$ cat src/rtl/pipe_ctrl_pkg.sv
// Shared types and constants for the pipeline stall/flush sequencer.
// Covers controller states, decoded opcodes and IF/ID instruction field positions.
package pipe_ctrl_pkg;

  typedef enum logic [2:0] {
    ST_RUN      = 3'd0,
    ST_MEM_WAIT = 3'd1,
    ST_REDIRECT = 3'd2,
    ST_DRAIN    = 3'd3,
    ST_HALT     = 3'd4
  } ctrl_state_t;

  localparam logic [3:0]  OP_HALT  = 4'b0000;
  localparam logic [3:0]  OP_JUMP  = 4'b0010;
  localparam logic [15:0] NOP_INST = 16'h8040;

  localparam int OPC_HI = 15;
  localparam int OPC_LO = 12;
  localparam int RI_HI  = 11;
  localparam int RI_LO  = 10;
  localparam int RJ_HI  = 9;
  localparam int RJ_LO  = 8;
  localparam int WIN_HI = 1;
  localparam int WIN_LO = 0;

  function automatic logic [3:0] opcode_of(input logic [15:0] inst);
    return inst[OPC_HI:OPC_LO];
  endfunction

  function automatic logic [1:0] window_of(input logic [15:0] inst);
    return inst[WIN_HI:WIN_LO];
  endfunction

  function automatic logic is_nop(input logic [15:0] inst);
    return inst == NOP_INST;
  endfunction

endpackage

$ cat src/rtl/hazard_detect.sv
// Load-use hazard compare between the EX-stage load and the ID-stage sources.
// A hazard only exists when both instructions sit in the same register window.
module hazard_detect
  import pipe_ctrl_pkg::*;
(
  input  logic       ex_memread,
  input  logic [1:0] ex_rd,
  input  logic [1:0] ex_window,
  input  logic [1:0] id_ri,
  input  logic [1:0] id_rj,
  input  logic       id_uses_rj,
  input  logic [1:0] id_window,
  output logic       load_use
);

  logic same_window;
  logic ri_match;
  logic rj_match;

  assign same_window = (ex_window == id_window);
  assign ri_match    = (ex_rd == id_ri);
  assign rj_match    = id_uses_rj && (ex_rd == id_rj);
  assign load_use    = ex_memread && same_window && (ri_match || rj_match);

endmodule

$ cat src/rtl/pipeline_hazard_ctrl.sv
// Stall/flush sequencer for the 5-stage windowed-register pipeline.
// Optional performance counters are built when PIPE_PERF_CNT_EN is defined.
module pipeline_hazard_ctrl
  import pipe_ctrl_pkg::*;
#(
  parameter int REDIRECT_BUB = 1,
  parameter int DRAIN_CYC    = 3,
  parameter int MEM_TIMEOUT  = 15
)
(
  input  logic        clk,
  input  logic        rst_n,
  input  logic [15:0] id_inst,
  input  logic        id_uses_rj,
  input  logic [1:0]  id_window,
  input  logic        ex_memread,
  input  logic [1:0]  ex_rd,
  input  logic [1:0]  ex_window,
  input  logic        branch_taken,
  input  logic        mem_req,
  input  logic        mem_ready,
  input  logic        resume,
  output logic        pc_hold,
  output logic        ifid_hold,
  output logic        ifid_flush,
  output logic        idex_bubble,
  output logic        exmem_hold,
  output logic        memwb_bubble,
  output logic        halted,
  output logic        mem_err,
  output logic [15:0] stall_cnt,
  output logic [15:0] flush_cnt
);

  localparam logic [1:0] RED_EXTRA  = 2'(REDIRECT_BUB - 1);
  localparam logic [3:0] DRAIN_LAST = 4'(DRAIN_CYC - 1);
  localparam logic [3:0] WAIT_LIMIT = 4'(MEM_TIMEOUT);

  ctrl_state_t state, state_next;
  ctrl_state_t ret_state, ret_next;
  ctrl_state_t eff_state;
  logic [1:0]  red_left, red_next;
  logic [3:0]  drain_cnt, drain_next;
  logic [3:0]  wait_cnt;
  logic        lu_block, lu_next;
  logic        mem_err_q;
  logic        load_use;
  logic        mem_stall;
  logic        mem_wait_act;
  logic        redirect_req;
  logic        halt_req;
  logic        id_unused;

  hazard_detect u_hazard_detect (
    .ex_memread (ex_memread),
    .ex_rd      (ex_rd),
    .ex_window  (ex_window),
    .id_ri      (id_inst[RI_HI:RI_LO]),
    .id_rj      (id_inst[RJ_HI:RJ_LO]),
    .id_uses_rj (id_uses_rj),
    .id_window  (id_window),
    .load_use   (load_use)
  );

  assign id_unused    = ^id_inst[7:0];
  assign mem_stall    = mem_req && !mem_ready;
  assign redirect_req = branch_taken || (opcode_of(id_inst) == OP_JUMP);
  assign halt_req     = (opcode_of(id_inst) == OP_HALT);

  // While waiting on memory, the interrupted state decides what happens once data arrives.
  assign eff_state    = (state == ST_MEM_WAIT) ? ret_state : state;
  assign mem_wait_act = mem_stall && (eff_state != ST_HALT);
  assign mem_err      = mem_err_q;

  always_comb begin
    pc_hold      = 1'b0;
    ifid_hold    = 1'b0;
    ifid_flush   = 1'b0;
    idex_bubble  = 1'b0;
    exmem_hold   = 1'b0;
    memwb_bubble = 1'b0;
    halted       = 1'b0;
    state_next   = state;
    ret_next     = ret_state;
    red_next     = red_left;
    drain_next   = drain_cnt;
    lu_next      = 1'b0;
    if (rst_n) begin
      if (mem_wait_act) begin
        pc_hold      = 1'b1;
        ifid_hold    = 1'b1;
        exmem_hold   = 1'b1;
        memwb_bubble = 1'b1;
        state_next   = ST_MEM_WAIT;
        ret_next     = (eff_state == ST_DRAIN) ? ST_DRAIN : ST_RUN;
        lu_next      = lu_block;
      end else begin
        unique case (eff_state)
          ST_RUN: begin
            state_next = ST_RUN;
            // The bubble reaches EX on the next edge, so one hold cycle always suffices.
            if (load_use && !lu_block) begin
              pc_hold     = 1'b1;
              ifid_hold   = 1'b1;
              idex_bubble = 1'b1;
              lu_next     = 1'b1;
            end else if (redirect_req) begin
              ifid_flush = 1'b1;
              if (RED_EXTRA != 2'd0) begin
                state_next = ST_REDIRECT;
                red_next   = RED_EXTRA - 2'd1;
              end
            end else if (halt_req) begin
              pc_hold    = 1'b1;
              ifid_flush = 1'b1;
              state_next = ST_DRAIN;
              drain_next = 4'd0;
            end
          end
          ST_REDIRECT: begin
            ifid_flush = 1'b1;
            if (red_left == 2'd0) begin
              state_next = ST_RUN;
            end else begin
              state_next = ST_REDIRECT;
              red_next   = red_left - 2'd1;
            end
          end
          ST_DRAIN: begin
            pc_hold = 1'b1;
            if (drain_cnt == DRAIN_LAST) begin
              state_next = ST_HALT;
            end else begin
              state_next = ST_DRAIN;
              drain_next = drain_cnt + 4'd1;
            end
          end
          ST_HALT: begin
            halted     = 1'b1;
            pc_hold    = 1'b1;
            ifid_hold  = 1'b1;
            exmem_hold = 1'b1;
            state_next = resume ? ST_RUN : ST_HALT;
          end
          default: begin
            state_next = ST_RUN;
          end
        endcase
      end
    end
  end

  always_ff @(posedge clk or negedge rst_n) begin
    if (!rst_n) begin
      state     <= ST_RUN;
      ret_state <= ST_RUN;
      red_left  <= 2'd0;
      drain_cnt <= 4'd0;
      lu_block  <= 1'b0;
      wait_cnt  <= 4'd0;
      mem_err_q <= 1'b0;
    end else begin
      state     <= state_next;
      ret_state <= ret_next;
      red_left  <= red_next;
      drain_cnt <= drain_next;
      lu_block  <= lu_next;
      if (mem_wait_act) begin
        if (wait_cnt != WAIT_LIMIT) begin
          wait_cnt <= wait_cnt + 4'd1;
        end
        if (wait_cnt >= WAIT_LIMIT - 4'd1) begin
          mem_err_q <= 1'b1;
        end
      end else begin
        wait_cnt <= 4'd0;
      end
    end
  end

`ifdef PIPE_PERF_CNT_EN
  logic [15:0] stall_q;
  logic [15:0] flush_q;

  always_ff @(posedge clk or negedge rst_n) begin
    if (!rst_n) begin
      stall_q <= 16'd0;
      flush_q <= 16'd0;
    end else begin
      if (pc_hold && !halted && (stall_q != 16'hFFFF)) begin
        stall_q <= stall_q + 16'd1;
      end
      if (ifid_flush && (flush_q != 16'hFFFF)) begin
        flush_q <= flush_q + 16'd1;
      end
    end
  end

  assign stall_cnt = stall_q;
  assign flush_cnt = flush_q;
`else
  assign stall_cnt = 16'd0;
  assign flush_cnt = 16'd0;
`endif

endmodule

$ cat config.mk
export PLATFORM = sky130hd
export DESIGN_NAME = pipeline_hazard_ctrl
export DESIGN_NICKNAME = d
export VERILOG_FILES = /design/src/rtl/pipe_ctrl_pkg.sv /design/src/rtl/hazard_detect.sv /design/src/rtl/pipeline_hazard_ctrl.sv
export SDC_FILE = /design/constraint.sdc
export NUM_CORES = 1
export LEC_CHECK = 0
export ABC_AREA = 1
export CAP_MARGIN = 15
export CELL_PAD_IN_SITES_DETAIL_PLACEMENT = 1
export CELL_PAD_IN_SITES_GLOBAL_PLACEMENT = 2
export CORE_MARGIN = 8
export CORE_UTILIZATION = 20
export DETAILED_ROUTE_END_ITERATION = 8
export PLACE_DENSITY = 0.76
export SETUP_SLACK_MARGIN = 0.5
export SYNTH_ARGS = -nofsm -noshare
export SYNTH_HDL_FRONTEND = slang
export SYNTH_SLANG_ARGS = --single-unit
$ cat constraint.sdc
create_clock -name clk -period 2.23 [get_ports clk]
set_clock_uncertainty 0.1 [all_clocks]
set_input_delay 0.5575 -clock clk [delete_from_list [all_inputs] [get_ports clk]]
set_output_delay 0.5575 -clock clk [all_outputs]
set_load 0.005 [all_outputs]
==> metrics.yaml, run 1 <==
cellLeakagePower_uw: 0.00107
wl_mm: 3.71
slew_violations: 0
postPlaceCellArea_mm2: 0.00184
yosys_warnings: 0
cts-root-buf: "clkbuf_8"
fillers: 824
clock_sinks: 16
grt_max_degree: 18
cts_max_path_buffers: 2
antenna_found_initial: 0
clk_pin_slew_ns: 0.06
crit_required_ns: 1.57
syn_area_mm2: 0.00137
grt_usage_pct: 7.77
tns_ns: 0
fin_crit_ns: 2.19
cts_buffers: 3
syn_avg_cell_area_um2: 7.23
via_count: 1284
p_per_area_mw_per_mm2: 436
htreeDepth: 1
place_ws_ns: -0.698
ys_seq_area_share_pct: 29.3
die_h_um: 98.7
synthCells: 189
finalWeightedCongestion: 0.765
drt_iter0_drc: 19
drive_gt1_share_pct: 38.1
nNetsFinal: 288
status: "finished, final reports clean"
r2r_slack_ns: 0.48
worstReg2RegStart: "state[1]"
vias_per_cell: 3.87
core_mm2: 0.00672
crit_type: "input pin to output pin"
routedWlPerCell_um: 11.2
ios: 70
grt-ovfl-total: 0
setup_viol: 0
irDropWorstVdd_mv: 0.165
start_kind: "input pin"
hold_viol: 0
die_w_um: 98.7
drc: 0
n_antenna_cell: 0
grt_first_pass_wirelength_mm: 6.36
arrival_ns: 1.53
rows: 30
clock_latency_ns: 0.25
finalCritPeriodShare_pct: 98.0
clock.fmax_mhz: 458
worstHoldPathType: "input pin to asynchronous set/reset pin"
cts_tree: "yes"
design_area_mm2: 0.00199
worst_setup_path_end_kind: "output pin"
r2r_end: "drain_cnt[3]"
grt_setup_unrepaired: "yes"
die_area_mm2: 0.00973
setup_slack_ns: 0.0447
synth_seq_cells: 16
grt_pass1_vias: 1422
drv_cap: 0
cp_max_fo: 3
fin_util_pct: 29.7
dp_hpwl_mm: 3.01
synth_cell_types: 27
areaGrowthSynthToFinish_pct: 45.9
drtPass1Iterations: 4
io_buffers: 29
dp_cells: 316
layout.cells.non_filler: 332
postRouteAntennaNets: 0
reg2reg_depth: 12
start_util_pct: 20.3
-- metal layers --
layer | track usage, % | wire, um
met5 | 0 | 0
met4 | 1.42 | 26
met1 | 8.72 | 1580
met2 | 14.6 | 1980
met3 | 1.76 | 128
-- flip-flops by register name (all words and copies together), names as in the netlist --
| register | count |
|---|---|
| wait_cnt | 4 |
| lu_block | 1 |
| red_left | 2 |
| drain_cnt | 4 |
| mem_err | 1 |
| state | 3 |
| ret_state | 1 |
-- how the worst max path moves through the flow --
stage                       startpoint          to  slack [ns]  depth (start not counted)
after global placement    ex_window[0]     pc_hold       -0.69                          8
after CTS                     state[1]     pc_hold       0.009                          6
final                     ex_window[0]     pc_hold        0.04                          9
after detailed placement  ex_window[0]     pc_hold       -0.70                          8
after floorplan                mem_req     pc_hold        0.43                          6
after global routing          state[1]  ifid_flush       -0.04                          9
-- placed cells by master (no fill, tap or decap), types with 2 or more instances in the layout --
master / synthesis / layout
xnor2_1: 4 / 3
clkdlybuf4s15_1: 0 / 3
inv_4: 1 / 2
nand2_1: 38 / 33
nand3_1: 13 / 9
a21oi_1: 5 / 2
buf_4: 32 / 28
nand2_2: 1 / 6
buf_6: 0 / 5
dlygate4sd2_1: 0 / 7
nor2_1: 22 / 13
buf_2: 0 / 16
clkbuf_8: 0 / 4
inv_1: 25 / 19
a21oi_2: 0 / 3
nor2_4: 3 / 9
nand2_4: 3 / 3
conb_1: 1 / 32
xor2_1: 3 / 3
nor2_2: 0 / 3
o21ai_0: 6 / 6
nand3_2: 0 / 4
inv_2: 1 / 5
ha_1: 5 / 5
dfrtp_1: 16 / 15
-- layout make-up --
type	count	area, um^2	share of cell area (%)
clock buffers	4	55.1	2.76
well taps	80	100	5.02
flip-flops and latches	16	402	20.2
repair buffers	60	448	22.5
multi-input cells	144	870	43.6
inverters	28	119	5.96
-- where the power goes --
part           internal, uW  switching (uW)  leakage [uW]  total (uW)
combinational           132             146      0.000829         279
sequential              314            18.4      0.000216         333
clock                   157             101     0.0000288         257
-- through the flow --
step	total power [uW]	hold slack (ns)
floorplan	503	0.162
global placement	580	0.377
detailed placement	590	0.378
CTS	868	0.338
global route	928	0.373
finish	868	0.344
-- timing repair --
item / CTS / global route
endpoints found under the setup margin: 18 / 14
hold buffers: 0 / 0
gates cloned: 0 / 0
setup buffers: 11 / 1
pin swaps: 25 / 13
gates resized for setup: 102 / 14
-- synth_stat cells (all sizes together) --
master | instances | share of area (%)
ha | 5 | 4.6
o22ai | 1 | 0.46
buf | 32 | 18
clkinv | 1 | 0.27
xnor2 | 4 | 2.6
o21ai | 7 | 2.8
nand3 | 13 | 4.8
nor2 | 25 | 8.5
a211oi | 1 | 0.55
a21oi | 5 | 1.8
nor3 | 1 | 0.73
conb | 1 | 0.27
a31oi | 1 | 0.46
or2 | 1 | 0.46
nor3b | 1 | 0.55
dfrtp | 16 | 29
o21bai | 1 | 0.55
xor2 | 3 | 1.9
nand2 | 42 | 13
nand3b | 1 | 0.82
inv | 27 | 7.6
-- cells by family after synthesis --
| group | after synthesis | synth area share, % |
|---|---|---|
| buf+inv | 60 | 25.5 |
| fa+ha+maj | 5 | 4.58 |
| xor+xnor | 7 | 4.49 |
| flops | 16 | 29.3 |
| other cells | 1 | 0.274 |
| simple gates | 84 | 29.2 |
| compound gates | 16 | 6.69 |
-- worst max-delay path: stages --
cell and delay, ns:
buf_2 0.14, inv_8 0.03, nand2_2 0.06, nand3_2 0.09, nor2_4 0.14, nand3b_4 0.12
buf_6 0.14, a31oi_4 0.13, buf_2 0.13
Power figures use the tool's default switching activity.
==> run 2, diff against run 1 <==
--- a/config.mk
+++ b/config.mk
@@ -17,3 +17,4 @@
 export SYNTH_ARGS = -nofsm -noshare
 export SYNTH_HDL_FRONTEND = slang
 export SYNTH_SLANG_ARGS = --single-unit
+export TNS_END_PERCENT = 20
==> run 2 against run 1 <==
Sequential power decreased by 1%. Worst setup slack improved by 0.016 ns. Via count decreased by 5.8%. Cell count decreased by 4.2%. Largest cell class unchanged. Hold slack got worse by 0.0045 ns. Highest routed layer unchanged. Clock power decreased by 12%.
==> metrics.yaml, run 2 (synthesis results as in run 1) <==
worst_setup_path_end_kind: "output pin"
grt-ovfl-total: 0
clock.fmax_mhz: 461
r2r_slack_ns: 0.52
drt_iter0_drc: 17
wl_mm: 3.71
finalWeightedCongestion: 0.758
fillers: 836
slew_violations: 0
drtPass1Iterations: 4
clock_latency_ns: 0.25
nNetsFinal: 275
final_cell_mix: "nand2_1, conb_1, inv_1, buf_4, dfrtp_1"
grt_max_degree: 18
r2r_end: "drain_cnt[1]"
io_buffers: 29
setup_viol: 0
rows: 30
drive_gt1_share_pct: 32.4
dp_hpwl_mm: 3.03
core_mm2: 0.00672
cellLeakagePower_uw: 0.00102
cts_hold_buf: 0
layout.cells.most_common: "nand2_1"
finalCritPeriodShare_pct: 97.3
fin_crit_ns: 2.17
cp_max_fo: 4
cts-root-buf: "clkbuf_8"
worstReg2RegStart: "state[1]"
cts_buffers: 3
crit_required_ns: 1.57
die_area_mm2: 0.00973
arrival_ns: 1.51
total_power_uw: 792
hold_viol: 0
clk_pin_slew_ns: 0.07
antenna_found_initial: 0
worstHoldPathType: "input pin to asynchronous set/reset pin"
crit_type: "flop to output pin"
htreeDepth: 1
cp-startpoint: "state[1]"
n_antenna_cell: 0
grt_pass1_vias: 1294
start_kind: "flop"
grt_usage_pct: 7.96
clock_sinks: 16
die_h_um: 98.7
ios: 70
reg_top3: "drain_cnt (4), wait_cnt (4), state (3)"
grt_setup_unrepaired: "yes"
design_area_mm2: 0.00187
routedWlPerCell_um: 11.7
cp-endpoint: "ifid_flush"
irDropWorstVdd_mv: 0.203
cts_max_path_buffers: 2
grt_first_pass_wirelength_mm: 6.20
drc: 0
drv_cap: 0
vias_per_cell: 3.80
cts_tree: "yes"
p_per_area_mw_per_mm2: 424
areaGrowthSynthToFinish_pct: 36.8
start_util_pct: 20.3
die_w_um: 98.7
status: "finished, final reports clean"
postRouteAntennaNets: 0
postPlaceCellArea_mm2: 0.00176
via_count: 1209
reg2reg_depth: 12
run 2: cell types whose count changed in the layout (fill, tap and decap cells not counted), sizes merged:
cell	before	now
dlymetal6s2s	0	1
buf	49	31
clkdlybuf4s15	3	5
dlygate4sd2	7	8
run 2: final cells by class:
type,instances,area (um^2),area share (%)
inverter,28,111,5.96
clock buffer,3,41.3,2.21
timing repair buffer,47,375,20.1
multi-input combinational,144,840,44.9
sequential,16,402,21.5
tap,80,100,5.35
run 2: timing repair:
item	CTS	global route
pin swaps	23	6
buffers inserted	5	0
resized for setup	95	13
setup endpoints to repair	19	15
run 2: worst min-delay path by stage:
stage | from | end
2_1_floorplan | rst_n | drain_cnt[0]
3_3_place_gp | mem_err | mem_err
3_5_place_dp | mem_err | mem_err
4_1_cts | rst_n | ret_state[0]
5_1_grt | rst_n | state[1]
6_report | rst_n | mem_err
run 2: through the flow:
stage	hold slack [ns]	TNS, ns	util (%)	std cells	setup slack (ns)
global route	0.386	-0.0969	27.8	318	-0.0384
floorplan	0.162	0	-	220	0.408
global placement	0.368	-4.06	26.2	310	-0.661
detailed placement	0.366	-4.16	26.2	310	-0.688
CTS	0.354	0	27.6	318	0.0413
finish	0.340	0	27.8	318	0.0606
run 2: metal layers:
| metal | up-vias | track usage, % | share of wire [%] |
|---|---|---|---|
| met5 | - | 0 | 0 |
| met4 | 0 | 3.54 | 1.8 |
| met3 | 4 | 2.04 | 5.9 |
| met2 | 39 | 13.2 | 46 |
| met1 | 553 | 9.46 | 46 |
| li1 | 613 | - | - |
run 2: worst max-delay path: stages (launching register included):
cell	delay, ns
dfrtp_2	0.44
nor2_4	0.14
nand2_4	0.08
nand2_4	0.08
buf_6	0.11
inv_4	0.04
nor2_4	0.09
inv_2	0.06
a21oi_2	0.09
buf_2	0.13
run 2: power breakdown:
| group | internal, uW | switching [uW] | total [uW] |
|---|---|---|---|
| combinational | 106 | 131 | 237 |
| sequential | 314 | 15.3 | 329 |
| clock | 120 | 105 | 225 |
| total | 540 | 252 | 792 |
==> run 3, diff against run 2 <==
--- a/config.mk
+++ b/config.mk
@@ -17,4 +17,4 @@
 export SYNTH_ARGS = -nofsm -noshare
 export SYNTH_HDL_FRONTEND = slang
 export SYNTH_SLANG_ARGS = --single-unit
-export TNS_END_PERCENT = 20
+export TNS_END_PERCENT = 30
==> run 3 against run 2 <==
Maximum frequency shrank 0.25%. Final area grew 2.7%. Clock power is essentially flat. Count of clock-buffer cells in the layout is the same. Global-route usage grew 0.19 points.
==> metrics.yaml, run 3 (synthesis results as in run 1) <==
status: "finished, final reports clean"
multi_input_area_um2: 853
cp_max_fo: 4
fin_crit_ns: 2.17
ios: 70
layout.cells.most_common: "nand2_1"
n_antenna_cell: 0
io_buffers: 29
drc: 0
arrival_ns: 1.52
drv_cap: 0
cts_buffers: 3
drt_iter0_drc: 25
clock.fmax_mhz: 460
power_frac_comb_pct: 31.0
register_area_um2: 402
drive_gt1_share_pct: 33.7
start_kind: "flop"
die_area_mm2: 0.00973
grt_usage_pct: 8.16
grt-ovfl-total: 0
clock_latency_ns: 0.25
core_mm2: 0.00672
die_w_um: 98.7
cts_tree: "yes"
rows: 30
finalWeightedCongestion: 0.758
p_switching_uw: 261
grt_pass1_vias: 1316
crit_type: "flop to output pin"
fillers: 836
switching_share_pct: 32.3
hold_viol: 0
cellLeakagePower_uw: 0.00104
setup_viol: 0
place_ws_ns: -0.688
postRouteAntennaNets: 0
power_frac_clock_pct: 28.2
drtPass1Iterations: 4
grt_setup_unrepaired: "yes"
cts_hold_buf: 0
internal_power_uw: 546
whs_ns: 0.186
cts-root-buf: "clkbuf_8"
worstHoldPathType: "input pin to asynchronous set/reset pin"
irDropWorstVdd_mv: 0.204
antenna_found_initial: 0
htreeDepth: 1
grt_max_degree: 18
crit_required_ns: 1.57
setup_slack_ns: 0.0551
final_cell_mix: "nand2_1, conb_1, inv_1, buf_4, dfrtp_1"
dp_hpwl_mm: 3.03
p_per_area_mw_per_mm2: 421
vias_per_cell: 3.80
worst_setup_path_end_kind: "output pin"
start_util_pct: 20.3
via_count: 1227
clk_pin_slew_ns: 0.07
routedWlPerCell_um: 11.8
fin_util_pct: 28.6
reg_top3: "drain_cnt (4), wait_cnt (4), state (3)"
wl_mm: 3.82
grt_first_pass_wirelength_mm: 6.33
cts_max_path_buffers: 2
slew_violations: 0
seqPwrFrac_pct: 40.8
finalCritPeriodShare_pct: 97.5
areaGrowthSynthToFinish_pct: 40.5
die_h_um: 98.7
clock_sinks: 16
nNetsFinal: 280
run 3: final cells by class:
type / count / area share [%]
timing repair buffer: 52 / 21.4
inverter: 28 / 5.80
multi-input combinational: 144 / 44.5
sequential: 16 / 20.9
tap: 80 / 5.22
clock buffer: 3 / 2.15
run 3: path summary, 6_finish.rpt:
path / from / endpoint / slack (ns) / depth (start not counted)
worst max-delay path: state[1] / pc_hold / 0.06 / 6
worst min-delay path: rst_n / state[1] / 0.19 / 2
worst max register to register: state[1] / drain_cnt[1] / 0.52 / 12
worst min register to register: mem_err / mem_err / 0.38 / 1
max in group asynchronous: rst_n / state[1] / 1.64 / 2
min in group clk: mem_err / mem_err / 0.38 / 1
run 3: through the flow:
stage	cells	total power [uW]	instance area [um^2]	TNS, ns
after global placement	310	556	1760	-4.06
after detailed placement	310	567	1760	-4.16
after CTS	321	816	1890	0
after floorplan	220	496	1510	0
final	323	807	1920	0
after global routing	323	857	1920	-0.0831
run 3: per-layer routing:
| layer | global-route usage, % | vias to the layer above | part of all wire (%) |
|---|---|---|---|
| met3 | 2.04 | 4 | 5.4 |
| met5 | 0 | - | 0 |
| met2 | 13.7 | 37 | 47 |
| met1 | 9.58 | 560 | 46 |
| met4 | 3.54 | 0 | 1.7 |
| li1 | - | 626 | - |
run 3: power by group through the flow:
stage	Clock (uW)	Combinational [uW]	Sequential (uW)
2_1_floorplan	0	165	331
3_3_place_gp	0	223	333
3_5_place_dp	0	233	335
4_1_cts	239	247	330
5_1_grt	240	284	333
6_report	228	250	330
run 3: critical path: stages (launching register included):
cell     delay [ns]
dfrtp_2        0.44
nor2_2         0.19
o21ai_2        0.12
nor2_4         0.15
nor2_4         0.07
a31oi_4        0.16
buf_2          0.13
run 3: timing repair:
action                                  in CTS  in global routing
pin swaps                                   24                  8
cloned                                       0                  0
gates resized for setup                    104                 15
setup buffers                                8                  2
endpoints found under the setup margin      19                 15
